$ cat src/rtl/lsu_pkg.sv
// Shared types and constants for the MEM-stage load/store unit.
// Latency: none (declarations only).
// Backpressure: none (declarations only).
package lsu_pkg;

  typedef enum logic [1:0] {
    ST_IDLE   = 2'd0,
    ST_REQ    = 2'd1,
    ST_WAIT_R = 2'd2,
    ST_DONE   = 2'd3
  } lsu_state_e;

  // Access size lives in funct3[1:0]; funct3[2] selects zero-extension.
  // Any size code with bit 1 set (010, 011, 110, 111) is a word access.
  localparam logic [1:0] SZ_B = 2'b00;
  localparam logic [1:0] SZ_H = 2'b01;

  localparam logic [3:0] EXC_LD_MIS = 4'd4;
  localparam logic [3:0] EXC_LD_FLT = 4'd5;
  localparam logic [3:0] EXC_ST_MIS = 4'd6;
  localparam logic [3:0] EXC_ST_FLT = 4'd7;
  localparam logic [3:0] EXC_NONE   = 4'hF;

  // Natural alignment check for a given funct3 and the two low address bits.
  function automatic logic is_aligned(input logic [2:0] f3, input logic [1:0] a);
    logic ok;
    case (f3[1:0])
      SZ_B:    ok = 1'b1;
      SZ_H:    ok = ~a[0];
      default: ok = (a == 2'b00);
    endcase
    return ok;
  endfunction

endpackage

$ cat src/rtl/lsu_align.sv
// Lane steering: byte enables, store-data replication, load shift and extension.
// Latency: combinational.
// Backpressure: none; pure function of its inputs.
module lsu_align
  import lsu_pkg::*;
(
  input  logic [1:0]  i_addr_lo,
  input  logic [2:0]  i_f3,
  input  logic [31:0] i_wdata,
  input  logic [31:0] i_rdata,
  output logic [3:0]  o_be,
  output logic [31:0] o_wdata,
  output logic [31:0] o_rdata
);

  logic [31:0] rd_shift;

  // Select lanes for stores and right-justify/extend load data by access size.
  always_comb begin
    rd_shift = i_rdata >> {i_addr_lo, 3'b000};
    o_be     = 4'b1111;
    o_wdata  = i_wdata;
    o_rdata  = rd_shift;
    case (i_f3[1:0])
      SZ_B: begin
        o_be    = 4'b0001 << i_addr_lo;
        o_wdata = {4{i_wdata[7:0]}};
        o_rdata = i_f3[2] ? {24'b0, rd_shift[7:0]}
                          : {{24{rd_shift[7]}}, rd_shift[7:0]};
      end
      SZ_H: begin
        o_be    = 4'b0011 << {i_addr_lo[1], 1'b0};
        o_wdata = {2{i_wdata[15:0]}};
        o_rdata = i_f3[2] ? {16'b0, rd_shift[15:0]}
                          : {{16{rd_shift[15]}}, rd_shift[15:0]};
      end
      default: begin
        o_be    = 4'b1111;
        o_wdata = i_wdata;
        o_rdata = rd_shift;
      end
    endcase
  end

endmodule

$ cat src/rtl/load_store_unit.sv
// MEM-stage load/store engine: one bus transaction per access, stalls the pipe meanwhile.
// Latency: store 2 + ready-wait cycles; load 3 + ready-wait + rvalid-wait cycles.
// Backpressure: request held until i_bus_ready; optional watchdog under LSU_TIMEOUT_EN.
module load_store_unit
  import lsu_pkg::*;
#(
  parameter int ADDR_W      = 32,
  parameter int TIMEOUT_CYC = 255
) (
  input  logic              i_clk,
  input  logic              i_rst_n,
  input  logic              i_clk_en,
  input  logic              i_req_m,
  input  logic              i_we_m,
  input  logic [2:0]        i_f3_m,
  input  logic [ADDR_W-1:0] i_addr_m,
  input  logic [31:0]       i_wdata_m,
  output logic [31:0]       o_rdata_m,
  output logic              o_done,
  output logic              o_stall,
  output logic [3:0]        o_exc_code,
  output logic              o_bus_req,
  output logic              o_bus_we,
  output logic [ADDR_W-1:0] o_bus_addr,
  output logic [31:0]       o_bus_wdata,
  output logic [3:0]        o_bus_be,
  input  logic              i_bus_ready,
  input  logic              i_bus_rvalid,
  input  logic [31:0]       i_bus_rdata,
  input  logic              i_bus_err
);

  lsu_state_e        state_q, state_d;
  logic [ADDR_W-1:0] addr_q, addr_d;
  logic [2:0]        f3_q, f3_d;
  logic              we_q, we_d;
  logic [31:0]       wdata_q, wdata_d;
  logic [31:0]       rdata_q, rdata_d;
  logic [3:0]        exc_q, exc_d;

  logic        aligned, req_ok, bus_req, timeout;
  logic [3:0]  lane_be;
  logic [31:0] lane_wdata, load_fmt;

  lsu_align u_align (
    .i_addr_lo (addr_q[1:0]),
    .i_f3      (f3_q),
    .i_wdata   (wdata_q),
    .i_rdata   (i_bus_rdata),
    .o_be      (lane_be),
    .o_wdata   (lane_wdata),
    .o_rdata   (load_fmt)
  );

  assign aligned = is_aligned(i_f3_m, i_addr_m[1:0]);
  // Reset also silences the combinational IDLE responses so nothing leaks while held.
  assign req_ok  = i_req_m & i_rst_n;
  assign bus_req = (state_q == ST_REQ);

  assign o_bus_req   = bus_req;
  assign o_bus_we    = bus_req & we_q;
  assign o_bus_addr  = bus_req ? {addr_q[ADDR_W-1:2], 2'b00} : '0;
  assign o_bus_wdata = bus_req ? lane_wdata : 32'b0;
  assign o_bus_be    = bus_req ? lane_be : 4'b0;

`ifdef LSU_TIMEOUT_EN
  logic [7:0] cnt_q, cnt_d;

  // Bus-wait counter: cleared on REQ entry, saturating count while waiting on the bus.
  always_comb begin
    cnt_d = cnt_q;
    if (state_q == ST_IDLE) begin
      cnt_d = 8'd0;
    end else if ((state_q == ST_REQ || state_q == ST_WAIT_R) && cnt_q != 8'hFF) begin
      cnt_d = cnt_q + 8'd1;
    end
  end

  // Counter register; frozen while the clock enable is low.
  always_ff @(posedge i_clk or negedge i_rst_n) begin
    if (!i_rst_n) begin
      cnt_q <= 8'd0;
    end else if (i_clk_en) begin
      cnt_q <= cnt_d;
    end
  end

  // Expires on the TIMEOUT_CYC-th waiting cycle.
  assign timeout = (cnt_q >= 8'(TIMEOUT_CYC - 1));
`else
  // Watchdog compiled out; the term only keeps the parameter referenced.
  assign timeout = 1'b0 & (TIMEOUT_CYC != 0);
`endif

  // Next-state, request capture and pipeline-facing outputs.
  always_comb begin
    state_d    = state_q;
    addr_d     = addr_q;
    f3_d       = f3_q;
    we_d       = we_q;
    wdata_d    = wdata_q;
    rdata_d    = rdata_q;
    exc_d      = exc_q;
    o_stall    = 1'b0;
    o_done     = 1'b0;
    o_exc_code = EXC_NONE;
    o_rdata_m  = 32'b0;
    case (state_q)
      ST_IDLE: begin
        if (req_ok && aligned) begin
          o_stall = 1'b1;
          if (i_clk_en) begin
            addr_d  = i_addr_m;
            f3_d    = i_f3_m;
            we_d    = i_we_m;
            wdata_d = i_wdata_m;
            state_d = ST_REQ;
          end
        end else if (req_ok) begin
          // Misaligned: trap immediately without touching the bus.
          o_done     = 1'b1;
          o_exc_code = i_we_m ? EXC_ST_MIS : EXC_LD_MIS;
        end
      end
      ST_REQ: begin
        o_stall = 1'b1;
        if (i_clk_en) begin
          if (i_bus_ready) begin
            if (we_q) begin
              state_d = ST_DONE;
              exc_d   = i_bus_err ? EXC_ST_FLT : EXC_NONE;
              rdata_d = 32'b0;
            end else begin
              state_d = ST_WAIT_R;
            end
          end else if (timeout) begin
            state_d = ST_DONE;
            exc_d   = we_q ? EXC_ST_FLT : EXC_LD_FLT;
            rdata_d = 32'b0;
          end
        end
      end
      ST_WAIT_R: begin
        o_stall = 1'b1;
        if (i_clk_en) begin
          if (i_bus_rvalid) begin
            state_d = ST_DONE;
            exc_d   = i_bus_err ? EXC_LD_FLT : EXC_NONE;
            rdata_d = i_bus_err ? 32'b0 : load_fmt;
          end else if (timeout) begin
            state_d = ST_DONE;
            exc_d   = EXC_LD_FLT;
            rdata_d = 32'b0;
          end
        end
      end
      default: begin
        o_done     = 1'b1;
        o_exc_code = exc_q;
        o_rdata_m  = rdata_q;
        if (i_clk_en) begin
          state_d = ST_IDLE;
        end
      end
    endcase
  end

  // State and request registers; all hold while the clock enable is low.
  always_ff @(posedge i_clk or negedge i_rst_n) begin
    if (!i_rst_n) begin
      state_q <= ST_IDLE;
      addr_q  <= '0;
      f3_q    <= 3'b0;
      we_q    <= 1'b0;
      wdata_q <= 32'b0;
      rdata_q <= 32'b0;
      exc_q   <= EXC_NONE;
    end else if (i_clk_en) begin
      state_q <= state_d;
      addr_q  <= addr_d;
      f3_q    <= f3_d;
      we_q    <= we_d;
      wdata_q <= wdata_d;
      rdata_q <= rdata_d;
      exc_q   <= exc_d;
    end
  end

endmodule
$ cat config.mk
export PLATFORM = sky130hd
export DESIGN_NAME = load_store_unit
export DESIGN_NICKNAME = d
export VERILOG_FILES = /design/src/rtl/lsu_pkg.sv /design/src/rtl/lsu_align.sv /design/src/rtl/load_store_unit.sv
export SDC_FILE = /design/constraint.sdc
export NUM_CORES = 1
export LEC_CHECK = 0
export BUFFER_PORTS_ARGS = -buffer_cell sky130_fd_sc_hd__buf_2
export CORE_MARGIN = 8
export CORE_UTILIZATION = 50
export DETAILED_ROUTE_END_ITERATION = 7
export GPL_TIMING_DRIVEN = 0
export PLACE_DENSITY = 0.88
export SLEW_MARGIN = 10
export SYNTH_ARGS = -nofsm -noshare
export SYNTH_HDL_FRONTEND = slang
export SYNTH_SLANG_ARGS = --single-unit
$ cat constraint.sdc
create_clock -name i_clk -period 4.1 [get_ports i_clk]
set_clock_uncertainty 0.05 [all_clocks]
set_input_delay 1.23 -clock i_clk [delete_from_list [all_inputs] [get_ports i_clk]]
set_output_delay 1.23 -clock i_clk [all_outputs]
set_load 0.1 [all_outputs]
---- Word level (Yosys, flattened, before mapping) ----
Cells that the tools add are included.
cells by class
  shift-type cells ........................ 3
  magnitude comparators ................... 0
  add/sub/neg operators ................... 0
  bitwise operators ....................... 3
  multiplexer cells ....................... 35
  divide/modulo/power cells ............... 0
  equality and inequality tests ........... 8
  multiply operators ...................... 0
  reductions and logical operators ........ 11
operator list
  operator               number
  $mux W32               9
  $pmux W32 S2           3
  $mux W4                8
  $shr A32 B5 Y32        1
  $pmux W4 S2            3
  $logic_not A2 Y1       4
  $mux W2                4
  $ne A2 B2 Y1 const B   4
  $eq A2 B1 Y1 const B   3
  $pmux W1 S2            3
  $pmux W2 S3            1
  $reduce_and A5 Y1      1
  $mux W1                4
  $reduce_and A4 Y1      1
  $shl A1 B2 Y4 const A  1
  $shl A2 B2 Y4 const A  1
  $reduce_and A3 Y1      1
  $reduce_or A3 Y1       1
  $and A1 B1 Y1          2
  $eq A2 B2 Y1 const B   1
  $reduce_bool A2 Y1     1
  $reduce_or A2 Y1       1
  $logic_and A1 B1 Y1    1
  $not A1 Y1             1
word-level totals
  bits in writable memories ............... 0
  word-level logic and storage cells ...... 67
  output and inout bits ................... 108
  memories ................................ 0
  input bits .............................. 107
  bits in read-only memories .............. 0
  latch bits .............................. 0
  register bits ........................... 106

---- Logic depth before layout (Yosys ltp) ----
Gate-level depths: netlist of the first run.
  word-level depth ........................ 6
  depth in mapped cells ................... 7
  depth with buffers taken out ............ 6

---- By module ----
From an unflattened synthesis of the first run, not the netlist that was laid out.
unflattened totals
  cell total of the unflattened synthesis .. 626
  area total of the unflattened synthesis .. 6,219.7 sq um
modules (own cells, without submodules)
  module           sequential area each (sq um)  times used  area an instance (sq um)  cells each
  load_store_unit  2,605.0                       1           4,914.7                   442
  lsu_align        0.0                           1           1,305.0                   184

---- Least setup slack after synthesis of the first run ----
No wires, ideal clock.
  path kind ............................... input-to-output
  start ................................... input port i_addr_m[1]
  end ..................................... output port o_exc_code[3]
  stages on the path ...................... 4
  arrival ................................. 4.570 ns
  required time ........................... 2.820 ns
  path slack .............................. -1.750 ns
  buffers on the path ..................... 0
  cells stage by stage .................... or2_1 > nand4_1 > a211o_1 > a21boi_0
on the way
  word-level cells in the longest chain between the ends .. 5
ends and longest elaborated chain
  what                 line                    text
  start: declaration   load_store_unit.sv:16   input logic [ADDR_W-1:0] i_addr_m,
  $logic_not A2 Y1     lsu_pkg.sv:30           default: ok = (a == 2'b00);
  $pmux W1 S2          lsu_pkg.sv:27           case (f3[1:0])
  $logic_and A1 B1 Y1  load_store_unit.sv:110  if (req_ok && aligned) begin
  $mux W4              load_store_unit.sv:110
  $pmux W4 S2          load_store_unit.sv:108  case (state_q)
  end: declaration     load_store_unit.sv:21   output logic [3:0] o_exc_code,
No other way between the ends.

---- Worst setup path after layout of the first run ----
  start ................................... input port i_rst_n
  end ..................................... output port o_exc_code[3]
on the way
  word-level cells in the longest chain between the ends .. 4
  elaborated cells on any way between the ends .. 5
  classes of those cells .................. mux: 3; bitwise: 1; reduce/logical: 1
ends and longest elaborated chain
  what                                            line                                            text
  start: declaration                              load_store_unit.sv:11                           input logic i_rst_n,
  $and A1 B1 Y1 *                                 load_store_unit.sv:57                           assign req_ok = i_req_m & i_rst_n;
  $mux W4 or $logic_and A1 B1 Y1 (tied branches)  load_store_unit.sv:119, load_store_unit.sv:110
  $mux W4 *                                       load_store_unit.sv:110
  $pmux W4 S2 *                                   load_store_unit.sv:108
Every way passes the cells marked *; elsewhere a longest branch is shown, timed or not.

==> results.toml, run 1 <==
[finish]
final_nets = 855
antenna_cells = 0
finish.utilization_pct = 65.4
area_delta_synth_final_pct = 30.0
share_of_cells_above_drive_strength_1_pct = 45.5
n_fill_cell = 897

[route]
route.antenna.remaining_nets = 0
drt_iter0_markers = 360
first_pass_iters = 5
post_drt_wl_per_cell_um = 19.6
drc_viols = 0
vias = 4975
totalWireLength_um = 17400
route.detailed.vias_per_inst = 5.58

[place]
detailedPlace.worstSlack_ns = -0.186
place.detailed.hpwl_um = 13600
place.gp.congestion = 0.924
port-buffer-count = 211

[logic_synthesis]
synthDistinctLibCells = 45
register_area_share_after_synthesis_pct = 46.1
synth_area_leaders = "sky130_fd_sc_hd__dfrtp_1, sky130_fd_sc_hd__mux2_2, sky130_fd_sc_hd__and2_1"
yosys.area.top_type_share_pct = 45.2
ys.warnings.count = 0
synth_top_area_cell = "sky130_fd_sc_hd__dfrtp_1"
dominant_combinational_cell_family_by_area_after_synthesis = "multiplexers"
post_synthesis_adder_cell_area_fraction_pct = 0.887
post_synth_xor_area_fraction_pct = 0.155
post_synth_and_or_nand_nor_area_fraction_pct = 16.1
syn_avg_cell_area_um2 = 10.9
yosys-mux-area-fraction_pct = 19.0
synthesis.instances = 519
compound_gate_portion_of_the_synthesized_area_pct = 13.1
synth_flop_cell = "sky130_fd_sc_hd__dfrtp_1"
mappedNetlistArea_um2 = 5650
synth_enable_flop_cells = 0
synth-seq-cells = 104
asyncSetResetFlopFracSynth_pct = 100

[floorplanning]
dieHeight_um = 122
fp.coreArea_um2 = 11200
die_area_um2 = 14900
die_w_um = 122
start_util_pct = 50.3
placement_rows = 39
io_pins = 215

[clock_tree]
clock_transition_at_the_register_clock_pins_on_the_worst_setup_and_hold_paths_after_cts_ns = 0.06
clock_tree_from_tritoncts = "done"
cts_inserted_buffers = 9
clock_tree.root_cell = "sky130_fd_sc_hd__clkbuf_16"
clock-sinks = 104
clk_latency_ns = 0.34
cts_hold_repair.buffers = 0
cts_htree_levels = 3
cts-root-to-sink-buffers = 2

[grt]
grt_max_degree = 54
residual_overflow_from_global_routing = 0
grt_antenna_before_repair = 0
grt_pass1_vias = 5316
grt_pass1_wl_um = 27800
groute.usage.overall_pct = 23.7

[critical_path]
timing.critical_path.to_type = "output pin"
r2r-end = "rdata_q[28]"
regToRegStartpoint = "state_q[1]"
rr_worst_depth = 6
reg2reg_slack_ns = 1.69
endpoint = "o_exc_code[3]"
critical_path.startpoint_type = "primary input"
timing.critical_path.required_ns = 2.82
crit_arrival_ns = 2.67
timing_worst_setup_path_type = "in -> out"
timing.critical_path.fanout_max = 53
timing.critical_path.from = "i_rst_n"

[timing]
final.period_utilization_pct = 96.4
timing.final.max_slew_violations = 0
finalSetupViolations = 0
finalWorstPathRequiredPeriod_ns = 3.95
fin_hold_viols = 0
hold_ws_ns = 0.434
grt_setup_unrepaired = "no"
worstMarginPinSlew_ns = 0.827
fmaxAchievable_ghz = 0.253
post_route_worst_setup_slack_ns = 0.147
maxSlewHeadroom_pct = 44.5
tns_ns = 0

[run_status]
run_status = "complete, no violations"

[min_path]
hp-class = "reg -> reg"

[job]
timing.max_cap.violations = 0
## cell type report
| class | count | area (um^2) | area share (%) |
|---|---|---|---|
| inverter | 13 | 48.8 | 0.665 |
| sequential | 104 | 2610 | 35.5 |
| clock inverter | 4 | 70.1 | 0.955 |
| tap | 143 | 179 | 2.44 |
| multi-input combinational | 360 | 2870 | 39.1 |
| buffer | 43 | 201 | 2.75 |
| timing repair buffer | 213 | 1130 | 15.5 |
| clock buffer | 11 | 233 | 3.17 |
## state kept, by name, summed over array words and instances, names as in the netlist
signal	flops
state_q	2
wdata_q	32
f3_q	3
exc_q	2
addr_q	32
rdata_q	32
we_q	1
## cell families (layout without fill, tap and decap cells)
family / count (synthesis) / after routing
simple gates: 165 / 165
flops: 104 / 104
other cells: 2 / 3
buf+inv: 56 / 284
fa+ha+maj: 4 / 4
xor+xnor: 1 / 1
compound gates: 90 / 90
mux: 97 / 97
## routing by layer
layer / track usage (%) / share of wire, % / wire (um) / vias up
met5: 0 / 0 / 0 / -
met4: 9.06 / 2.9 / 499 / 0
met3: 7.36 / 9.7 / 1700 / 35
met2: 38.4 / 47 / 8250 / 251
met1: 29.2 / 40 / 6980 / 2423
li1: - / - / - / 2266
## worst min-delay path by stage
| stage | start | endpoint | slack (ns) | depth (start not counted) |
|---|---|---|---|---|
| 6_report | rdata_q[30] | rdata_q[30] | 0.43 | 1 |
| 5_1_grt | addr_q[14] | addr_q[14] | 0.46 | 1 |
| 4_1_cts | rdata_q[30] | rdata_q[30] | 0.44 | 1 |
| 3_5_place_dp | rdata_q[30] | rdata_q[30] | 0.43 | 1 |
| 3_3_place_gp | rdata_q[30] | rdata_q[30] | 0.42 | 1 |
| 2_1_floorplan | rdata_q[30] | rdata_q[30] | 0.40 | 1 |
## placed cells by master, fill, tap and decap left out, types with 3 or more instances in the layout
| master | netlist | routed |
|---|---|---|
| sky130_fd_sc_hd__a21boi_2 | 0 | 8 |
| sky130_fd_sc_hd__nand2_1 | 41 | 41 |
| sky130_fd_sc_hd__clkbuf_1 | 26 | 28 |
| sky130_fd_sc_hd__inv_1 | 13 | 13 |
| sky130_fd_sc_hd__nand4_1 | 3 | 3 |
| sky130_fd_sc_hd__buf_4 | 6 | 6 |
| sky130_fd_sc_hd__a32o_1 | 7 | 7 |
| sky130_fd_sc_hd__dfrtp_1 | 102 | 102 |
| sky130_fd_sc_hd__mux2i_1 | 25 | 25 |
| sky130_fd_sc_hd__a211o_1 | 9 | 9 |
| sky130_fd_sc_hd__clkbuf_16 | 0 | 9 |
| sky130_fd_sc_hd__o21ai_0 | 17 | 17 |
| sky130_fd_sc_hd__mux2_2 | 71 | 71 |
| sky130_fd_sc_hd__ha_1 | 4 | 4 |
| sky130_fd_sc_hd__a22o_1 | 9 | 9 |
| sky130_fd_sc_hd__a21oi_1 | 6 | 5 |
| sky130_fd_sc_hd__buf_2 | 8 | 217 |
| sky130_fd_sc_hd__nor2b_1 | 20 | 10 |
| sky130_fd_sc_hd__nand2b_1 | 5 | 5 |
| sky130_fd_sc_hd__and2_1 | 79 | 79 |
| sky130_fd_sc_hd__conb_1 | 2 | 3 |
| sky130_fd_sc_hd__nor2b_2 | 0 | 10 |
| sky130_fd_sc_hd__o221ai_1 | 7 | 7 |
| sky130_fd_sc_hd__nor2_1 | 8 | 7 |
| sky130_fd_sc_hd__a221o_1 | 15 | 15 |
## through the flow
step / area, um^2 / instances
after CTS: 7330 / 891
after detailed placement: 6990 / 875
after floorplan: 5720 / 520
after global routing: 7340 / 891
final: 7340 / 891
after global placement: 6960 / 874
## synthesized netlist by cell type (3+ instances only)
master and number:
sky130_fd_sc_hd__buf_2 8, sky130_fd_sc_hd__a21oi_1 6, sky130_fd_sc_hd__o21ai_0 17, sky130_fd_sc_hd__clkbuf_1 26, sky130_fd_sc_hd__nand2_1 41, sky130_fd_sc_hd__a32o_1 7, sky130_fd_sc_hd__mux2_2 71, sky130_fd_sc_hd__dfrtp_1 102
sky130_fd_sc_hd__nor2b_1 20, sky130_fd_sc_hd__nor2_1 8, sky130_fd_sc_hd__mux2i_1 25, sky130_fd_sc_hd__nand2b_1 5, sky130_fd_sc_hd__ha_1 4, sky130_fd_sc_hd__nand4_1 3, sky130_fd_sc_hd__and2_1 79, sky130_fd_sc_hd__a22o_1 9
sky130_fd_sc_hd__inv_1 13, sky130_fd_sc_hd__a21boi_0 9, sky130_fd_sc_hd__buf_4 6, sky130_fd_sc_hd__a221o_1 15, sky130_fd_sc_hd__a211o_1 9, sky130_fd_sc_hd__o221ai_1 7
## worst max-delay path, cell delays in order
cell	delay (ns)
sky130_fd_sc_hd__buf_12	0.25
sky130_fd_sc_hd__buf_16	0.23
sky130_fd_sc_hd__nand4_1	0.14
sky130_fd_sc_hd__a211o_1	0.34
sky130_fd_sc_hd__a21boi_4	0.14
sky130_fd_sc_hd__buf_2	0.31
## timing repair
item                       CTS  global route
setup endpoints to repair    4             1
buffers inserted             0             0
gates resized for setup      2             1
gates cloned                 1             0
Power of run 1 is not shown: default switching activity piles up to over one toggle a cycle in this logic, so the estimate is an artifact.
==> inputs of run 2 (changes only) <==
--- a/config.mk
+++ b/config.mk
@@ -5,12 +5,12 @@
 export SDC_FILE = /design/constraint.sdc
 export NUM_CORES = 1
 export LEC_CHECK = 0
-export BUFFER_PORTS_ARGS = -buffer_cell sky130_fd_sc_hd__buf_2
 export CORE_MARGIN = 8
 export CORE_UTILIZATION = 50
 export DETAILED_ROUTE_END_ITERATION = 7
+export DONT_BUFFER_PORTS = 1
 export GPL_TIMING_DRIVEN = 0
-export PLACE_DENSITY = 0.88
+export PLACE_DENSITY = 0.72
 export SLEW_MARGIN = 10
 export SYNTH_ARGS = -nofsm -noshare
 export SYNTH_HDL_FRONTEND = slang
==> constraint.sdc (replaced) <==
create_clock -name i_clk -period 4.1 [get_ports i_clk]
set_clock_uncertainty 0.05 [all_clocks]
set_input_delay 1.23 -clock i_clk [delete_from_list [all_inputs] [get_ports i_clk]]
set_output_delay 1.23 -clock i_clk [all_outputs]
set_load 0.005 [all_outputs]
==> results.toml, run 2 (same netlist as run 1, synthesis figures left out) <==
[run_status]
run_status = "complete, no violations"

[floorplanning]
die_w_um = 122
start_util_pct = 50.3
dieHeight_um = 122
die_area_um2 = 14900
placement_rows = 39
io_pins = 215
fp.coreArea_um2 = 11200

[timing]
timing.final.max_slew_violations = 0
hold_ws_ns = 0.433
fin_hold_viols = 0
finalWorstPathRequiredPeriod_ns = 3.63
maxSlewHeadroom_pct = 44.5
tns_ns = 0
fmaxAchievable_ghz = 0.275
worstMarginPinSlew_ns = 0.832
final.period_utilization_pct = 88.6
finalSetupViolations = 0
grt_setup_unrepaired = "no"

[place]
place.detailed.hpwl_um = 12800
place.gp.congestion = 0.928
post_placement_cell_count = 663
port-buffer-count = 0

[critical_path]
timing.critical_path.fanout_max = 10
timing.critical_path.slowest_cell_delay_ns = 0.45
critical_path.cell_chain = "inv_1 -> ha_1 -> clkbuf_1 -> clkbuf_1 -> and2_1"
crit_arrival_ns = 2.35
worst_path_max_delay_cell = "sky130_fd_sc_hd__clkbuf_1"
timing_worst_setup_path_type = "reg -> out"
critical_path.startpoint_type = "flop"
timing.critical_path.required_ns = 2.82
critical_path.most_common_cell = "sky130_fd_sc_hd__clkbuf_1"
timing.critical_path.to_type = "output pin"

[finish]
share_of_cells_above_drive_strength_1_pct = 20.3
final_nets = 642
area_delta_synth_final_pct = 9.20
finish.utilization_pct = 54.9
most-common-layout-cells = "sky130_fd_sc_hd__dfrtp_1, sky130_fd_sc_hd__and2_1, sky130_fd_sc_hd__mux2_2"
instances_no_fill = 680
reg_top3 = "addr_q: 32 flops, rdata_q: 32 flops, wdata_q: 32 flops"
commonest_non_fill_non_tap_cell_in_the_layout = "sky130_fd_sc_hd__dfrtp_1"

[clock_tree]
clk_latency_ns = 0.34
cts_htree_levels = 3
cts_inserted_buffers = 9
cts_hold_repair.buffers = 0
post_cts.repair.setup_buffers = 0
clock_tree.root_cell = "sky130_fd_sc_hd__clkbuf_16"
ctsResizeCount = 0
clock_transition_at_the_register_clock_pins_on_the_worst_setup_and_hold_paths_after_cts_ns = 0.07
clock-sinks = 104
clock_tree_from_tritoncts = "done"
cts-root-to-sink-buffers = 2

[min_path]
hp-class = "reg -> reg"

[pwr]
p_per_area_nw_per_um2 = 761
total_power_mw = 4.69
total_leakage_power_nw = 2.74
worst_vdd_ir_mv = 0.371

[route]
drc_viols = 0
vias = 4017
post_drt_wl_per_cell_um = 24.2
route.antenna.remaining_nets = 0
totalWireLength_um = 16400
route.detailed.vias_per_inst = 5.91
first_pass_iters = 4
drt_iter0_markers = 289

[grt]
grt_pass1_vias = 4259
grt_antenna_before_repair = 0
grt_pass1_wl_um = 24700
residual_overflow_from_global_routing = 0
groute.usage.overall_pct = 21.8
grt_max_degree = 107

[job]
timing.max_cap.violations = 0
[run 2: area by class of cell]
cell class,count,area [um^2]
Antenna cell,1,2.50
Fill cell,1008,5060
Clock inverter,7,109
Multi-Input combinational cell,360,2790
Sequential cell,104,2610
Buffer,43,201
Inverter,13,48.8
Tap cell,143,179
Clock buffer,9,225
[run 2: stage by stage]
step	worst slack, ns	instance area, um^2
4_1_cts	0.380	6160
2_1_floorplan	0.878	5650
5_1_grt	0.300	6160
6_report	0.468	6160
3_5_place_dp	0.772	5830
3_3_place_gp	0.776	5830
[run 2: worst paths after layout]
path                       startpoint  slack, ns  cells after the start              to
setup / recovery           state_q[1]       0.47                      5  o_bus_wdata[4]
hold / removal               exc_q[3]       0.43                      2        exc_q[3]
setup reg to reg           state_q[1]       1.59                      6     rdata_q[27]
hold reg to reg              exc_q[3]       0.43                      2        exc_q[3]
max in group asynchronous     i_rst_n       3.28                      0        exc_q[3]
min in group asynchronous     i_rst_n       0.52                      0     rdata_q[28]
[run 2: worst max-delay path, delay by kind of cell, from the launching register on]
family / cells / cell delay [ns]
buffers and inverters: 3 / 0.95
DFF: 1 / 0.43
adders and majority gates: 1 / 0.39
and+or+nand+nor: 1 / 0.24
[run 2: per-layer routing]
metal	global-route usage, %	vias up	wire [um]
met1	23.5	1984	5870
li1	-	1846	-
met4	7.46	0	259
met5	0	-	0
met2	36.8	167	8250
met3	10.5	20	2050
[run 2: power by group]
group          total, mW  switching (mW)  internal [mW]
registers           1.76           0.282           1.48
clock network      0.959           0.409          0.550
logic               1.97            1.10          0.873
Power figures use the tool's default switching activity.
==> inputs of run 3 (changes only) <==
--- a/config.mk
+++ b/config.mk
@@ -9,9 +9,11 @@
 export CORE_UTILIZATION = 50
 export DETAILED_ROUTE_END_ITERATION = 7
 export DONT_BUFFER_PORTS = 1
+export GPL_ROUTABILITY_DRIVEN = 0
 export GPL_TIMING_DRIVEN = 0
 export PLACE_DENSITY = 0.72
 export SLEW_MARGIN = 10
 export SYNTH_ARGS = -nofsm -noshare
 export SYNTH_HDL_FRONTEND = slang
+export SYNTH_HIERARCHICAL = 1
 export SYNTH_SLANG_ARGS = --single-unit
==> results.toml, run 3 <==
[floorplanning]
die_area_um2 = 16300
start_util_pct = 51.6
placement_rows = 40
dieHeight_um = 128
fp.coreArea_um2 = 12100
io_pins = 215
die_w_um = 128

[logic_synthesis]
asyncSetResetFlopFracSynth_pct = 100
synth-seq-cells = 104
synth_enable_flop_cells = 0
synth_flop_cell = "sky130_fd_sc_hd__dfrtp_1"
ys.warnings.count = 6
synthDistinctLibCells = 48
synthesis.instances = 626
register_area_share_after_synthesis_pct = 41.9
synth_top_area_cell = "sky130_fd_sc_hd__dfrtp_1"
post-synth-top-count-cell = "sky130_fd_sc_hd__dfrtp_1"
synth_area_leaders = "sky130_fd_sc_hd__dfrtp_1, sky130_fd_sc_hd__mux2_2, sky130_fd_sc_hd__and2_1"
mappedNetlistArea_um2 = 6220
synth.top_cells.by_count = "sky130_fd_sc_hd__dfrtp_1, sky130_fd_sc_hd__and2_1, sky130_fd_sc_hd__nand2_1"
syn_avg_cell_area_um2 = 9.94
yosys.area.top_type_share_pct = 41.0

[clock_tree]
ctsResizeCount = 0
cts_htree_levels = 3
cts-root-to-sink-buffers = 2
cts_hold_repair.buffers = 0
cts_inserted_buffers = 9
post_cts.repair.setup_buffers = 0
clk_latency_ns = 0.35
clock_transition_at_the_register_clock_pins_on_the_worst_setup_and_hold_paths_after_cts_ns = 0.08
clock-sinks = 104
clock_tree_from_tritoncts = "done"
clock_tree.root_cell = "sky130_fd_sc_hd__clkbuf_16"

[timing]
finalSetupViolations = 0
timing.final.max_slew_violations = 0
final.period_utilization_pct = 85.6
worstMarginPinSlew_ns = 0.737
hold_ws_ns = 0.424
tns_ns = 0
maxSlewHeadroom_pct = 50.8
fmaxAchievable_ghz = 0.285
finalWorstPathRequiredPeriod_ns = 3.51
grt_setup_unrepaired = "no"
fin_hold_viols = 0

[finish]
post-route-cell-area_um2 = 6750
most-common-layout-cells = "sky130_fd_sc_hd__dfrtp_1, sky130_fd_sc_hd__and2_1, sky130_fd_sc_hd__nand2_1"
commonest_non_fill_non_tap_cell_in_the_layout = "sky130_fd_sc_hd__dfrtp_1"
instances_no_fill = 812
area.sequential_um2 = 2610
reg_top3 = "addr_q: 32 flops, rdata_q: 32 flops, wdata_q: 32 flops"
final_nets = 749
footprint_of_the_multi_input_gates_um2 = 3270
share_of_cells_above_drive_strength_1_pct = 24.9
n_fill_cell = 1072
area_delta_synth_final_pct = 8.49

[pwr]
p_int_mw = 3.21
power.share.sequential_pct = 35.3
total_leakage_power_nw = 3.04
worst_vdd_ir_mv = 0.397
p_per_area_nw_per_um2 = 774
sw_frac_of_total_pct = 38.7
pwr-share-clk_pct = 17.2
p_comb_share_pct = 47.5
power.switching_mw = 2.02

[place]
placed_cell_area_um2 = 6430
port-buffer-count = 0
post_placement_cell_count = 795
place.detailed.hpwl_um = 13300

[critical_path]
timing.critical_path.fanout_max = 10
timing.critical_path.slowest_cell_delay_ns = 0.41
path_buf_inv = 3
timing_worst_setup_path_type = "reg -> out"
r2r-end = "rdata_q[21]"
worst_path_dominant_cell_family = "buffers and inverters"
timing.critical_path.required_ns = 2.82
rr_worst_depth = 8
worst_path_max_delay_cell = "sky130_fd_sc_hd__dfrtp_1"
critical_path.cell_chain = "inv_1 -> ha_1 -> clkbuf_1 -> clkbuf_1 -> and2_1"
timing.critical_path.to_type = "output pin"
regToRegStartpoint = "state_q[1]"
timing.critical_path.from = "state_q[1]"
critical_path.startpoint_type = "flop"
crit_arrival_ns = 2.23
reg2reg_slack_ns = 1.79
critical_path.most_common_cell = "sky130_fd_sc_hd__clkbuf_1"

[grt]
grt_max_degree = 106
grt_antenna_before_repair = 3
residual_overflow_from_global_routing = 0
grt_pass1_wl_um = 26700
groute.usage.overall_pct = 21.0
grt_pass1_vias = 4853

[job]
timing.max_cap.violations = 0

[route]
totalWireLength_um = 17000
vias = 4580
route.detailed.vias_per_inst = 5.64
drc_viols = 0
post_drt_wl_per_cell_um = 21.0
route.antenna.remaining_nets = 0
drt_iter0_markers = 346
first_pass_iters = 5

[min_path]
hp-class = "reg -> reg"
whs_path_depth = 2
worst_hold_path.endpoint = "rdata_q[17]"
min_from = "rdata_q[17]"

[run_status]
run_status = "complete, no violations"
run 3: cell types whose count changed in the layout (fill, tap and decap cells not counted), sizes merged, moves of 9 or more:
cell and delta:
nand2 +43, o21ai +27, mux2 +25, and2 +21
a21oi +19, buf +18, a221o -15, a22o -9
inv -9
run 3: final cells by class:
class / instances / share of cell area (%)
Antenna cell: 1 / 0.0371
Buffer: 60 / 4.97
Clock buffer: 9 / 3.34
Clock inverter: 7 / 1.28
Inverter: 4 / 0.223
Multi-Input combinational cell: 459 / 48.4
Sequential cell: 104 / 38.6
Tap cell: 168 / 3.12
run 3: power by group through the flow:
stage / clock [mW] / sequential [mW] / combinational (mW)
floorplan: 0 / 1.74 / 2.00
global placement: 0 / 1.83 / 2.42
detailed placement: 0 / 1.86 / 2.49
CTS: 0.927 / 1.84 / 2.50
global route: 0.966 / 1.91 / 2.77
finish: 0.900 / 1.84 / 2.48
run 3: cell families after synthesis:
group	after synthesis	synth area share (%)
simple gates	241	21.0
xor+xnor	1	0.141
mux	114	21.5
fa+ha+maj	4	0.805
compound gates	96	8.95
other cells	2	0.121
flops	104	41.9
buf+inv	64	5.63
run 3: metrics by stage:
| step | util (%) | worst slack [ns] | total power, mW |
|---|---|---|---|
| 2_1_floorplan | - | 0.833 | 3.74 |
| 3_3_place_gp | 53.3 | 0.696 | 4.25 |
| 3_5_place_dp | 53.3 | 0.702 | 4.35 |
| 4_1_cts | 55.9 | 0.501 | 5.27 |
| 5_1_grt | 55.9 | 0.367 | 5.64 |
| 6_report | 55.9 | 0.592 | 5.23 |
run 3: worst reg2reg max path: stages, from the launching register on:
cell and delay [ns]:
sky130_fd_sc_hd__dfrtp_1 0.41, sky130_fd_sc_hd__inv_1 0.10, sky130_fd_sc_hd__ha_1 0.33, sky130_fd_sc_hd__nor2b_1 0.09, sky130_fd_sc_hd__o211ai_1 0.50, sky130_fd_sc_hd__buf_2 0.34
sky130_fd_sc_hd__buf_2 0.25, sky130_fd_sc_hd__nand2_1 0.08, sky130_fd_sc_hd__o21ai_0 0.07
run 3: metal layers:
metal  wire length (um)  GRT usage, %
met2               8200          34.6
met4                446          9.03
met1               6550          23.1
met5                 24             0
met3               1820          9.40
run 3: worst max-delay path by stage:
stage                      endpoint  cells past startpoint
floorplan             o_exc_code[3]                      4
global placement      o_exc_code[3]                      4
detailed placement    o_exc_code[3]                      4
CTS                 o_bus_wdata[18]                      5
global route        o_bus_wdata[26]                      5
finish              o_bus_wdata[18]                      5
